==> config.mk <==
export PLATFORM = sky130hd
export DESIGN_NAME = dispatch_queue_flat
export DESIGN_NICKNAME = d
export VERILOG_FILES = /design/src/rtl/dispatch_queue_pkg.sv /design/src/rtl/dispatch_queue_if.sv /design/src/rtl/dispatch_queue_operand_snoop.sv /design/src/rtl/dispatch_queue.sv /design/src/flat_wrapper.sv
export SDC_FILE = /design/constraint.sdc
export NUM_CORES = 1
export LEC_CHECK = 0
export ABC_CLOCK_PERIOD_IN_PS = 9750
export CORE_UTILIZATION = 61
export CTS_CLUSTER_DIAMETER = 30
export DETAILED_ROUTE_END_ITERATION = 7
export GPL_TIMING_DRIVEN = 0
export HOLD_SLACK_MARGIN = 0.1
export PLACE_DENSITY_LB_ADDON = 0.15
export SLEW_MARGIN = 20
export SYNTH_ARGS = -nofsm -noshare
export SYNTH_HDL_FRONTEND = slang
export SYNTH_HIERARCHICAL = 1
export SYNTH_SLANG_ARGS = --single-unit
export TNS_END_PERCENT = 50
==> constraint.sdc <==
create_clock -name clk -period 9.75 [get_ports clk]
set_clock_uncertainty 0.05 [all_clocks]
set_input_delay 0.975 -clock clk [delete_from_list [all_inputs] [get_ports clk]]
set_output_delay 0.975 -clock clk [all_outputs]
set_load 0.005 [all_outputs]
==> src/rtl/dispatch_queue_pkg.sv <==
// Shared types and constants for the ID -> reservation-station dispatch queue.
// Entry layout is common to the queue, its snoop logic and the testbench.
package dispatch_pkg;

  localparam int XLEN     = 32;
  localparam int TAG_W    = 5;
  localparam int UNIT_NUM = 4;
  localparam int UNIT_W   = $clog2(UNIT_NUM + 1);
  localparam int OP_W     = 6;

  localparam logic [TAG_W-1:0]  TAG_INVALID = '1;
  localparam logic [UNIT_W-1:0] EX_ERR_UNIT = UNIT_W'(UNIT_NUM);

  typedef struct packed {
    logic [UNIT_W-1:0]       ex_unit;
    logic [OP_W-1:0]         op;
    logic [1:2][TAG_W-1:0]   tag;
    logic [1:2][XLEN-1:0]    val;
    logic [TAG_W-1:0]        target;
    logic [XLEN-1:0]         pc;
    logic [XLEN-1:0]         offset;
    logic [2:0]              width;
  } dispatch_entry_t;

endpackage

==> src/rtl/dispatch_queue_if.sv <==
// Bus bundle between ID, write-back broadcast and the dispatch queue.
// slave = queue side, master = producer/consumer side.
interface dispatch_queue_if #(
  parameter int DEPTH = 4
);
  import dispatch_pkg::*;

  logic                       flush;
  logic                       in_valid;
  logic                       in_ready;
  logic [UNIT_W-1:0]          in_ex_unit;
  logic [OP_W-1:0]            in_op;
  logic [TAG_W-1:0]           in_tag1;
  logic [TAG_W-1:0]           in_tag2;
  logic [XLEN-1:0]            in_val1;
  logic [XLEN-1:0]            in_val2;
  logic [TAG_W-1:0]           in_target;
  logic [XLEN-1:0]            in_pc;
  logic [XLEN-1:0]            in_offset;
  logic [2:0]                 in_width;
  logic                       wb_valid;
  logic [TAG_W-1:0]           wb_tag;
  logic [XLEN-1:0]            wb_val;
  logic [UNIT_NUM-1:0]        unit_full;
  logic                       out_valid;
  logic [UNIT_W-1:0]          out_ex_unit;
  logic [OP_W-1:0]            out_op;
  logic [TAG_W-1:0]           out_tag1;
  logic [TAG_W-1:0]           out_tag2;
  logic [XLEN-1:0]            out_val1;
  logic [XLEN-1:0]            out_val2;
  logic [TAG_W-1:0]           out_target;
  logic [XLEN-1:0]            out_pc;
  logic [XLEN-1:0]            out_offset;
  logic [2:0]                 out_width;
  logic [$clog2(DEPTH+1)-1:0] count;

  modport slave (
    input  flush, in_valid, in_ex_unit, in_op,
    input  in_tag1, in_tag2, in_val1, in_val2,
    input  in_target, in_pc, in_offset, in_width,
    input  wb_valid, wb_tag, wb_val, unit_full,
    output in_ready, out_valid, out_ex_unit, out_op,
    output out_tag1, out_tag2, out_val1, out_val2,
    output out_target, out_pc, out_offset, out_width,
    output count
  );

  modport master (
    output flush, in_valid, in_ex_unit, in_op,
    output in_tag1, in_tag2, in_val1, in_val2,
    output in_target, in_pc, in_offset, in_width,
    output wb_valid, wb_tag, wb_val, unit_full,
    input  in_ready, out_valid, out_ex_unit, out_op,
    input  out_tag1, out_tag2, out_val1, out_val2,
    input  out_target, out_pc, out_offset, out_width,
    input  count
  );

endinterface

==> src/rtl/dispatch_queue_operand_snoop.sv <==
// Resolves one tag/value operand against the write-back broadcast.
// An all-ones tag is already ready and can never be matched.
module operand_snoop
  import dispatch_pkg::*;
(
  input  logic [TAG_W-1:0] tag,
  input  logic [XLEN-1:0]  val,
  input  logic             wb_valid,
  input  logic [TAG_W-1:0] wb_tag,
  input  logic [XLEN-1:0]  wb_val,
  output logic [TAG_W-1:0] snp_tag,
  output logic [XLEN-1:0]  snp_val
);

  logic hit;

  assign hit     = wb_valid & (tag != TAG_INVALID) & (tag == wb_tag);
  assign snp_tag = hit ? TAG_INVALID : tag;
  assign snp_val = hit ? wb_val : val;

endmodule

==> src/rtl/dispatch_queue.sv <==
// In-order dispatch FIFO between ID and the reservation stations.
// Define DISPATCH_EMPTY_BYPASS_EN for zero-latency pass-through when empty.
module dispatch_queue
  import dispatch_pkg::*;
#(
  parameter int DEPTH = 4
) (
  input logic             clk,
  input logic             rst,
  dispatch_queue_if.slave dq
);

  localparam int PW = $clog2(DEPTH);
  localparam int CW = $clog2(DEPTH + 1);

  dispatch_entry_t       mem [DEPTH];
  dispatch_entry_t       nxt [DEPTH];
  logic [1:2][TAG_W-1:0] ent_tag [DEPTH];
  logic [1:2][XLEN-1:0]  ent_val [DEPTH];
  logic [DEPTH-1:0]      vld;
  logic [PW-1:0]         rd_ptr;
  logic [PW-1:0]         wr_ptr;
  logic [CW-1:0]         cnt;

  dispatch_entry_t       in_raw;
  dispatch_entry_t       in_snp;
  dispatch_entry_t       head;
  dispatch_entry_t       out_ent;
  logic [1:2][TAG_W-1:0] in_tag;
  logic [1:2][XLEN-1:0]  in_val;

  logic err;
  logic push;
  logic byp;
  logic head_vld;
  logic blocked;
  logic pop;
  logic pop_mem;
  logic store;

  always_comb begin
    in_raw         = '0;
    in_raw.ex_unit = dq.in_ex_unit;
    in_raw.op      = dq.in_op;
    in_raw.tag     = {dq.in_tag1, dq.in_tag2};
    in_raw.val     = {dq.in_val1, dq.in_val2};
    in_raw.target  = dq.in_target;
    in_raw.pc      = dq.in_pc;
    in_raw.offset  = dq.in_offset;
    in_raw.width   = dq.in_width;
  end

  for (genvar k = 1; k <= 2; k++) begin : g_in
    operand_snoop u_snp (
      .tag      (in_raw.tag[k]),
      .val      (in_raw.val[k]),
      .wb_valid (dq.wb_valid),
      .wb_tag   (dq.wb_tag),
      .wb_val   (dq.wb_val),
      .snp_tag  (in_tag[k]),
      .snp_val  (in_val[k])
    );
  end

  always_comb begin
    in_snp     = in_raw;
    in_snp.tag = in_tag;
    in_snp.val = in_val;
  end

  for (genvar i = 0; i < DEPTH; i++) begin : g_ent
    for (genvar k = 1; k <= 2; k++) begin : g_op
      operand_snoop u_snp (
        .tag      (mem[i].tag[k]),
        .val      (mem[i].val[k]),
        .wb_valid (dq.wb_valid),
        .wb_tag   (dq.wb_tag),
        .wb_val   (dq.wb_val),
        .snp_tag  (ent_tag[i][k]),
        .snp_val  (ent_val[i][k])
      );
    end
  end

  always_comb begin
    for (int i = 0; i < DEPTH; i++) begin
      nxt[i]     = mem[i];
      nxt[i].tag = ent_tag[i];
      nxt[i].val = ent_val[i];
    end
  end

  assign dq.in_ready = (cnt < CW'(DEPTH));
  assign err      = (dq.in_ex_unit == EX_ERR_UNIT);
  assign push     = dq.in_valid & dq.in_ready & ~dq.flush;
  assign head_vld = vld[rd_ptr];

`ifdef DISPATCH_EMPTY_BYPASS_EN
  assign byp = (cnt == '0) & push & ~err;
`else
  assign byp = 1'b0;
`endif

  // Head already carries this cycle's snoop, so RS sees same-cycle wb.
  assign head         = byp ? in_snp : nxt[rd_ptr];
  assign dq.out_valid = head_vld | byp;
  assign out_ent      = dq.out_valid ? head : '0;

  assign blocked = |(dq.unit_full & (UNIT_NUM'(1) << out_ent.ex_unit));
  assign pop     = dq.out_valid & ~blocked;
  assign pop_mem = pop & head_vld & ~dq.flush;
  assign store   = push & ~err & ~(pop & byp);

  always_ff @(posedge clk or posedge rst) begin
    if (rst) begin
      cnt    <= '0;
      rd_ptr <= '0;
      wr_ptr <= '0;
      vld    <= '0;
    end else if (dq.flush) begin
      cnt    <= '0;
      rd_ptr <= '0;
      wr_ptr <= '0;
      vld    <= '0;
    end else begin
      if (store) begin
        vld[wr_ptr] <= 1'b1;
        wr_ptr      <= wr_ptr + PW'(1);
      end
      if (pop_mem) begin
        vld[rd_ptr] <= 1'b0;
        rd_ptr      <= rd_ptr + PW'(1);
      end
      cnt <= cnt + CW'(store) - CW'(pop_mem);
    end
  end

  always_ff @(posedge clk) begin
    for (int i = 0; i < DEPTH; i++) begin
      mem[i] <= nxt[i];
    end
    if (store) begin
      mem[wr_ptr] <= in_snp;
    end
  end

  assign dq.out_ex_unit = out_ent.ex_unit;
  assign dq.out_op      = out_ent.op;
  assign dq.out_tag1    = out_ent.tag[1];
  assign dq.out_tag2    = out_ent.tag[2];
  assign dq.out_val1    = out_ent.val[1];
  assign dq.out_val2    = out_ent.val[2];
  assign dq.out_target  = out_ent.target;
  assign dq.out_pc      = out_ent.pc;
  assign dq.out_offset  = out_ent.offset;
  assign dq.out_width   = out_ent.width;
  assign dq.count       = cnt;

endmodule

==> src/flat_wrapper.sv <==
// flat-port wrapper written by rule: the top's interface ports become plain ports
module dispatch_queue_flat import dispatch_pkg::*;
#(
  parameter int DEPTH = 4
)
  (clk, rst, dq_flush, dq_in_valid, dq_in_ex_unit, dq_in_op, dq_in_tag1, dq_in_tag2, dq_in_val1, dq_in_val2, dq_in_target, dq_in_pc, dq_in_offset, dq_in_width, dq_wb_valid, dq_wb_tag, dq_wb_val, dq_unit_full, dq_in_ready, dq_out_valid, dq_out_ex_unit, dq_out_op, dq_out_tag1, dq_out_tag2, dq_out_val1, dq_out_val2, dq_out_target, dq_out_pc, dq_out_offset, dq_out_width, dq_count);
  dispatch_queue_if #(.DEPTH(DEPTH)) dq_i ();
  input logic clk;
  input logic rst;
  input wire logic [$bits(dq_i.flush)-1:0] dq_flush;
  input wire logic [$bits(dq_i.in_valid)-1:0] dq_in_valid;
  input wire logic [$bits(dq_i.in_ex_unit)-1:0] dq_in_ex_unit;
  input wire logic [$bits(dq_i.in_op)-1:0] dq_in_op;
  input wire logic [$bits(dq_i.in_tag1)-1:0] dq_in_tag1;
  input wire logic [$bits(dq_i.in_tag2)-1:0] dq_in_tag2;
  input wire logic [$bits(dq_i.in_val1)-1:0] dq_in_val1;
  input wire logic [$bits(dq_i.in_val2)-1:0] dq_in_val2;
  input wire logic [$bits(dq_i.in_target)-1:0] dq_in_target;
  input wire logic [$bits(dq_i.in_pc)-1:0] dq_in_pc;
  input wire logic [$bits(dq_i.in_offset)-1:0] dq_in_offset;
  input wire logic [$bits(dq_i.in_width)-1:0] dq_in_width;
  input wire logic [$bits(dq_i.wb_valid)-1:0] dq_wb_valid;
  input wire logic [$bits(dq_i.wb_tag)-1:0] dq_wb_tag;
  input wire logic [$bits(dq_i.wb_val)-1:0] dq_wb_val;
  input wire logic [$bits(dq_i.unit_full)-1:0] dq_unit_full;
  output wire logic [$bits(dq_i.in_ready)-1:0] dq_in_ready;
  output wire logic [$bits(dq_i.out_valid)-1:0] dq_out_valid;
  output wire logic [$bits(dq_i.out_ex_unit)-1:0] dq_out_ex_unit;
  output wire logic [$bits(dq_i.out_op)-1:0] dq_out_op;
  output wire logic [$bits(dq_i.out_tag1)-1:0] dq_out_tag1;
  output wire logic [$bits(dq_i.out_tag2)-1:0] dq_out_tag2;
  output wire logic [$bits(dq_i.out_val1)-1:0] dq_out_val1;
  output wire logic [$bits(dq_i.out_val2)-1:0] dq_out_val2;
  output wire logic [$bits(dq_i.out_target)-1:0] dq_out_target;
  output wire logic [$bits(dq_i.out_pc)-1:0] dq_out_pc;
  output wire logic [$bits(dq_i.out_offset)-1:0] dq_out_offset;
  output wire logic [$bits(dq_i.out_width)-1:0] dq_out_width;
  output wire logic [$bits(dq_i.count)-1:0] dq_count;
  assign dq_i.flush = dq_flush;
  assign dq_i.in_valid = dq_in_valid;
  assign dq_i.in_ex_unit = dq_in_ex_unit;
  assign dq_i.in_op = dq_in_op;
  assign dq_i.in_tag1 = dq_in_tag1;
  assign dq_i.in_tag2 = dq_in_tag2;
  assign dq_i.in_val1 = dq_in_val1;
  assign dq_i.in_val2 = dq_in_val2;
  assign dq_i.in_target = dq_in_target;
  assign dq_i.in_pc = dq_in_pc;
  assign dq_i.in_offset = dq_in_offset;
  assign dq_i.in_width = dq_in_width;
  assign dq_i.wb_valid = dq_wb_valid;
  assign dq_i.wb_tag = dq_wb_tag;
  assign dq_i.wb_val = dq_wb_val;
  assign dq_i.unit_full = dq_unit_full;
  assign dq_in_ready = dq_i.in_ready;
  assign dq_out_valid = dq_i.out_valid;
  assign dq_out_ex_unit = dq_i.out_ex_unit;
  assign dq_out_op = dq_i.out_op;
  assign dq_out_tag1 = dq_i.out_tag1;
  assign dq_out_tag2 = dq_i.out_tag2;
  assign dq_out_val1 = dq_i.out_val1;
  assign dq_out_val2 = dq_i.out_val2;
  assign dq_out_target = dq_i.out_target;
  assign dq_out_pc = dq_i.out_pc;
  assign dq_out_offset = dq_i.out_offset;
  assign dq_out_width = dq_i.out_width;
  assign dq_count = dq_i.count;
  dispatch_queue #(.DEPTH(DEPTH)) u_core (.clk(clk), .rst(rst), .dq(dq_i));
endmodule
# Word-level counts from Yosys, hierarchy flattened
# Memory sizes are Yosys's and may differ from the RTL's.
# Cells that the tools add are included.
# W data, S select, Z words.
# classes
addsub,4
mul,0
div,0
magnitude_cmp,6
n_eq_ne,21
shift,1
n_mux,41
bitwise_logic,34
reduce_logical,5
# op_table
operator,n
$mux W155,3
$mux W32,10
$bmux W155 S2,1
$eq A5 B5 Y1,10
$mux W5,10
$ne A5 B5 Y1 const B,10
$and A1 B1 Y1,26
$mux W4,4
$and A4 B4 Y4,2
$mux W2,4
$lt A2 B3 Y1 const B,2
$mux W1,5
$add A2 B1 Y2 const B,2
$demux W1 S2,2
$ge A2 B1 Y1 const B,2
$not A4 Y4,1
$or A4 B4 Y4,1
$reduce_bool A2 Y1,2
$reduce_or A4 Y1,1
$shl A1 B3 Y4 const A,1
$add A3 B1 Y3,1
$eq A3 B3 Y1 const B,1
$ge A3 B3 Y1 const B,1
$lt A3 B3 Y1 const B,1
other kinds (6),9
# word_totals
register_bits,11
latch_bits,0
ram_bits,620
mem_bits_ro,0
input_bits,201
out_inout_bits,160
elab_cells,117
mem_count,1
# memory_table
name,depth,word_bits,read_ports,rd_clocked_by_memory_dff,write_ports,line_no,rtl
u_core.mem,4,155,4,0,5,dispatch_queue.sv:16,dispatch_entry_t mem [DEPTH];

# Longest topological paths before layout
# An unclocked memory read counts as a cell.
# logic_depth
ltp_word,18
mapped_depth,13
mapped_depth_nobuf,12

# By module
# The synthesis kept the hierarchy.
# modules_own_cells
mod,n_inst,cells_each,area_per_inst_um2,seq_area_each_um2
dispatch_queue,1,1382,24577.3,15930.3
operand_snoop,10,52,609.3,0.0

# Worst setup path before layout
# No wires, ideal clock.
# synth_path
path_type,input to register
start,input port dq_in_ex_unit[1]
end,memory u_core/mem[0][0] in the netlist's numbering (enable)
setup_time_ps,435
t_arrival_ps,3675
required_ps,9265
setup_slack_ps,5590
path_stages,6
path_buffers,2
cell_sequence,nor2_1 > a2111oi_4 > nand2_1 > buf_2 > buf_2 > inv_1
# synth_lines
element,line_no,rtl
from (decl),flat_wrapper.sv:12,input wire logic [$bits(dq_i.in_ex_unit)-1:0] dq_in_ex_unit;
to (decl),dispatch_queue.sv:16,

==> impl_results.md <==
* Status: complete, no violations
* Vias per cell at 6.04
* Setup WS pre-CTS at 3.83 ns
* Seq cells post-synth at 631
* Cell Area, Synth at 30700 µm²
* Detailed Routing Iterations Pass 1 at 5
* H-tree levels at 3
* Setup WS post-layout at about 3.8 ns
* Cells along the critical path: clkdlybuf4s50_1 -> or2b_2 -> nand3_2 -> nor4_4 -> buf_6 -> mux2_4 -> mux4_2 -> and2_1 -> clkdlybuf4s50_1
* Core area at between 40000 and 50000 µm²
* Drt wl/cell at ~26 µm
* Internal power at 8.25 mW
* Highest clock rate at roughly 170 MHz
* Largest net degree at the start of global routing at roughly 90
* DIE WIDTH at 226 µm
* GR Overflow Total at 0
* Seq/Total Area, Yosys at between 50% and 60%
* Max-Cap Viols at 0
* CTS tree: done
* CP Launch Point: dq_wb_tag[4]
* Fin Setup TNS at 0 ns
* Synth Area in Adders at 0.473%
* Syn-to-layout area delta at 28.7%
* Number of buffers created by CTS at roughly 120
* Commonest non-fill, non-tap cell in the layout: clkdlybuf4s50_1
* Worst r2r path cells at 13
* Initial DRC count at around 1500
* Slew Viols, Final at 0
* Hold Fails Final Rpt at 0
* Num rows at 81
* Cell Pwr Density at 279 nW/µm²
* Routed wire length at 83700 µm
* End of the critical path: dq_out_val1[5]
* Post-CTS Hold Buffers at 0
* Via Count at 19100
* Crit path capture type: output pin
* RSZ-0062 raised after global routing: false
* Port bufs at 360
* Lkg Pwr at 14.6 nW
* Die area at roughly 51000 µm²
* Setup violations, final at 0
* Synth Area in Simple Gates at around 5.7%
* Filler instances at 2655
* Postcts setup bufs at 0
* Critical path class: primary input to output pin
* Antenna violations before repair at 7
* Synthesized instance count at 1902
* Startpoint types: primary input
* Nets at 2600
* Clk_lat worst skew at 0.65 ns
* XOR/XNOR share of the synthesized area at 1.44%
* Top Ports at 361
* Sink Count at 631
* Final critical-path required period at approximately 6 ns
* Largest family of logic cells by synthesized area: multiplexers
* Worst EP arrival at ~5 ns
* Flop pwr share at 34.0%
* Synthesized Nets at 2114
* Hold_sp: u_core/vld[3]$_DFF_PP0_
* Worst reg-to-reg setup slack at 6.26 ns
* CP Depth at 9
* Post_cts resized at 0
* Worst Max-Slew Pin Slew at between 1 and 1.5 ns
* HPWL Detailed at 52200 µm
* Maximum buffer depth of the clock tree at 3
* Avg Cell Area, Syn at 16.1 µm²
* Rel. slew slack at 22.8%
* Antenna-violating nets left at 0
* Crit-path most repeated cell: clkdlybuf4s50_1
* Worst path top cell family by delay: buffers and inverters
* CP max stage cell: nor4_4
* Clock transition at path regs at ~0.04 ns
* Clk pwr share at 39.2%
* Synth unique cells at 38
* Max incr delay on CP at around 0.96 ns
* Clk root buf: clkbuf_16
* Sw Pwr at 2.78 mW
* Starting Density at 62.3%
* Fin crit share at 61.3%
* DRC Markers at 0
* Placer Congestion at 0.856
* All-Layer GR Usage at 33.0%
* Maximum vdd ir drop at 190 µV
* Req. time, crit path at 8.73 ns
* Compound-Gate Fraction of Synth Area at less than 1%
* Ys Warns at 6
* Commonest non-fill, non-tap cells in the layout: 358 x clkdlybuf4s50_1, 349 x mux2_2, 324 x edfxtp_1
* Part of the power in combinational logic at 26.9%
* Vias in the first global route at around 21000
* Hold WC Path Type: flip-flop to flip-flop
* Die H at 226 µm
* First-pass GRT wire length at 125000 µm
* Mux contribution to synthesized area at 36.7%
* R2r startpoint: u_core/rd_ptr[0]$_DFFE_PP0P_
* Crit-path max FO at 20
* Buf/Inv on CP at 3
* Sw Share at 25.2%
* Worst R2R End: u_core/dq.count[2]$_DFF_PP0_
* Fraction of layout cells with a size suffix above 1 at 42.9%
-- worst reg2reg max path, cell delays in order, from the launching register on --
cell	delay, ns
dfrtp_1	0.37
buf_4	0.18
mux4_2	0.57
and2_1	0.23
mux2i_1	0.16
o311a_2	0.44
nor2b_1	0.17
ha_1	0.30
inv_1	0.06
ha_1	0.15
inv_1	0.05
fa_1	0.40
xnor2_1	0.16
nor2_1	0.07
-- synthesized netlist by cell type (all sizes together) --
cell / count / share of area, %
nor2b: 2 / 0.041
dfrtp: 11 / 0.90
edfxtp: 324 / 32
clkbuf: 31 / 0.38
xor2: 11 / 0.31
nand4: 10 / 0.20
mux2i: 2 / 0.065
o311a: 1 / 0.037
nand3b: 1 / 0.024
nor2: 8 / 0.098
fa: 1 / 0.065
o31ai: 10 / 0.24
nor4: 10 / 0.69
mux4: 156 / 11
inv: 38 / 0.47
ha: 10 / 0.41
buf: 83 / 2.0
nand2: 14 / 0.18
a21oi: 11 / 0.18
a2111oi: 1 / 0.090
nand3: 10 / 0.33
a221oi: 4 / 0.11
o41ai: 10 / 0.29
xnor2: 31 / 1.1
dfxtp: 296 / 19
or2: 30 / 0.61
or2b: 10 / 0.29
nand2b: 2 / 0.041
and2: 155 / 3.2
mux2: 619 / 25
-- how the worst min path moves through the flow --
stage,to,cells past startpoint
after floorplan,u_core/vld[2]$_DFF_PP0_,2
after global placement,u_core/vld[1]$_DFF_PP0_,2
after detailed placement,u_core/vld[3]$_DFF_PP0_,2
after CTS,u_core/vld[3]$_DFF_PP0_,2
after global routing,u_core/vld[2]$_DFF_PP0_,2
final,u_core/vld[3]$_DFF_PP0_,2
-- routing by layer --
layer  up-vias  global-route usage [%]  wire length (µm)
li1       8290                       -                 -
met1      9803                    41.1             32500
met2       812                    55.2             42000
met3       164                    8.05              6490
met4        12                    13.4              2650
met5         -                       0                88
-- cell families after synthesis --
kind of cell / count (synthesis)
muxes: 777
DFF: 631
and+or+nand+nor: 252
buffers and inverters: 152
xor gates and xnor gates: 42
AOI/OAI and AO/OA: 37
adders and majority gates: 11
-- flip-flops by register name, indices dropped and copies added, names as in the netlist --
| register | flops |
|---|---|
| u_core/vld | 4 |
| u_core/dq.count | 3 |
| u_core/wr_ptr | 2 |
| u_core/mem | 620 |
| u_core/rd_ptr | 2 |
-- power groups by stage --
stage          clock [mW]  sequential [mW]  combinational (mW)
4_1_cts              4.36             3.74                2.95
6_report             4.32             3.74                2.96
2_1_floorplan           0             3.70                2.18
3_5_place_dp            0             3.77                2.90
5_1_grt              4.49             3.79                3.16
3_3_place_gp            0             3.74                2.78
-- cell type report --
type                            instances  area, µm²  share of cell area, %
Multi-Input combinational cell       1119      13900                   35.1
Buffer                                114        729                   1.85
Clock buffer                          152       3300                   8.35
Tap cell                              664        831                   2.10
Inverter                               38        158                  0.399
Timing Repair Buffer                  363       3680                   9.31
Clock inverter                         75        980                   2.48
Sequential cell                       631      15900                   40.3
Antenna cell                            3       7.51                 0.0190
-- stage by stage --
stage               area (µm²)  instances  power (mW)  util, %  hold slack, ns
floorplan                30700       1902        5.87        -           0.458
global placement         35100       2926        6.51     71.3           0.471
detailed placement       35200       2929        6.67     71.5           0.476
CTS                      39500       3156        11.1     80.1           0.485
global route             39500       3159        11.5     80.2           0.521
finish                   39500       3159        11.0     80.2           0.483
(Power assumes the default switching activity.)
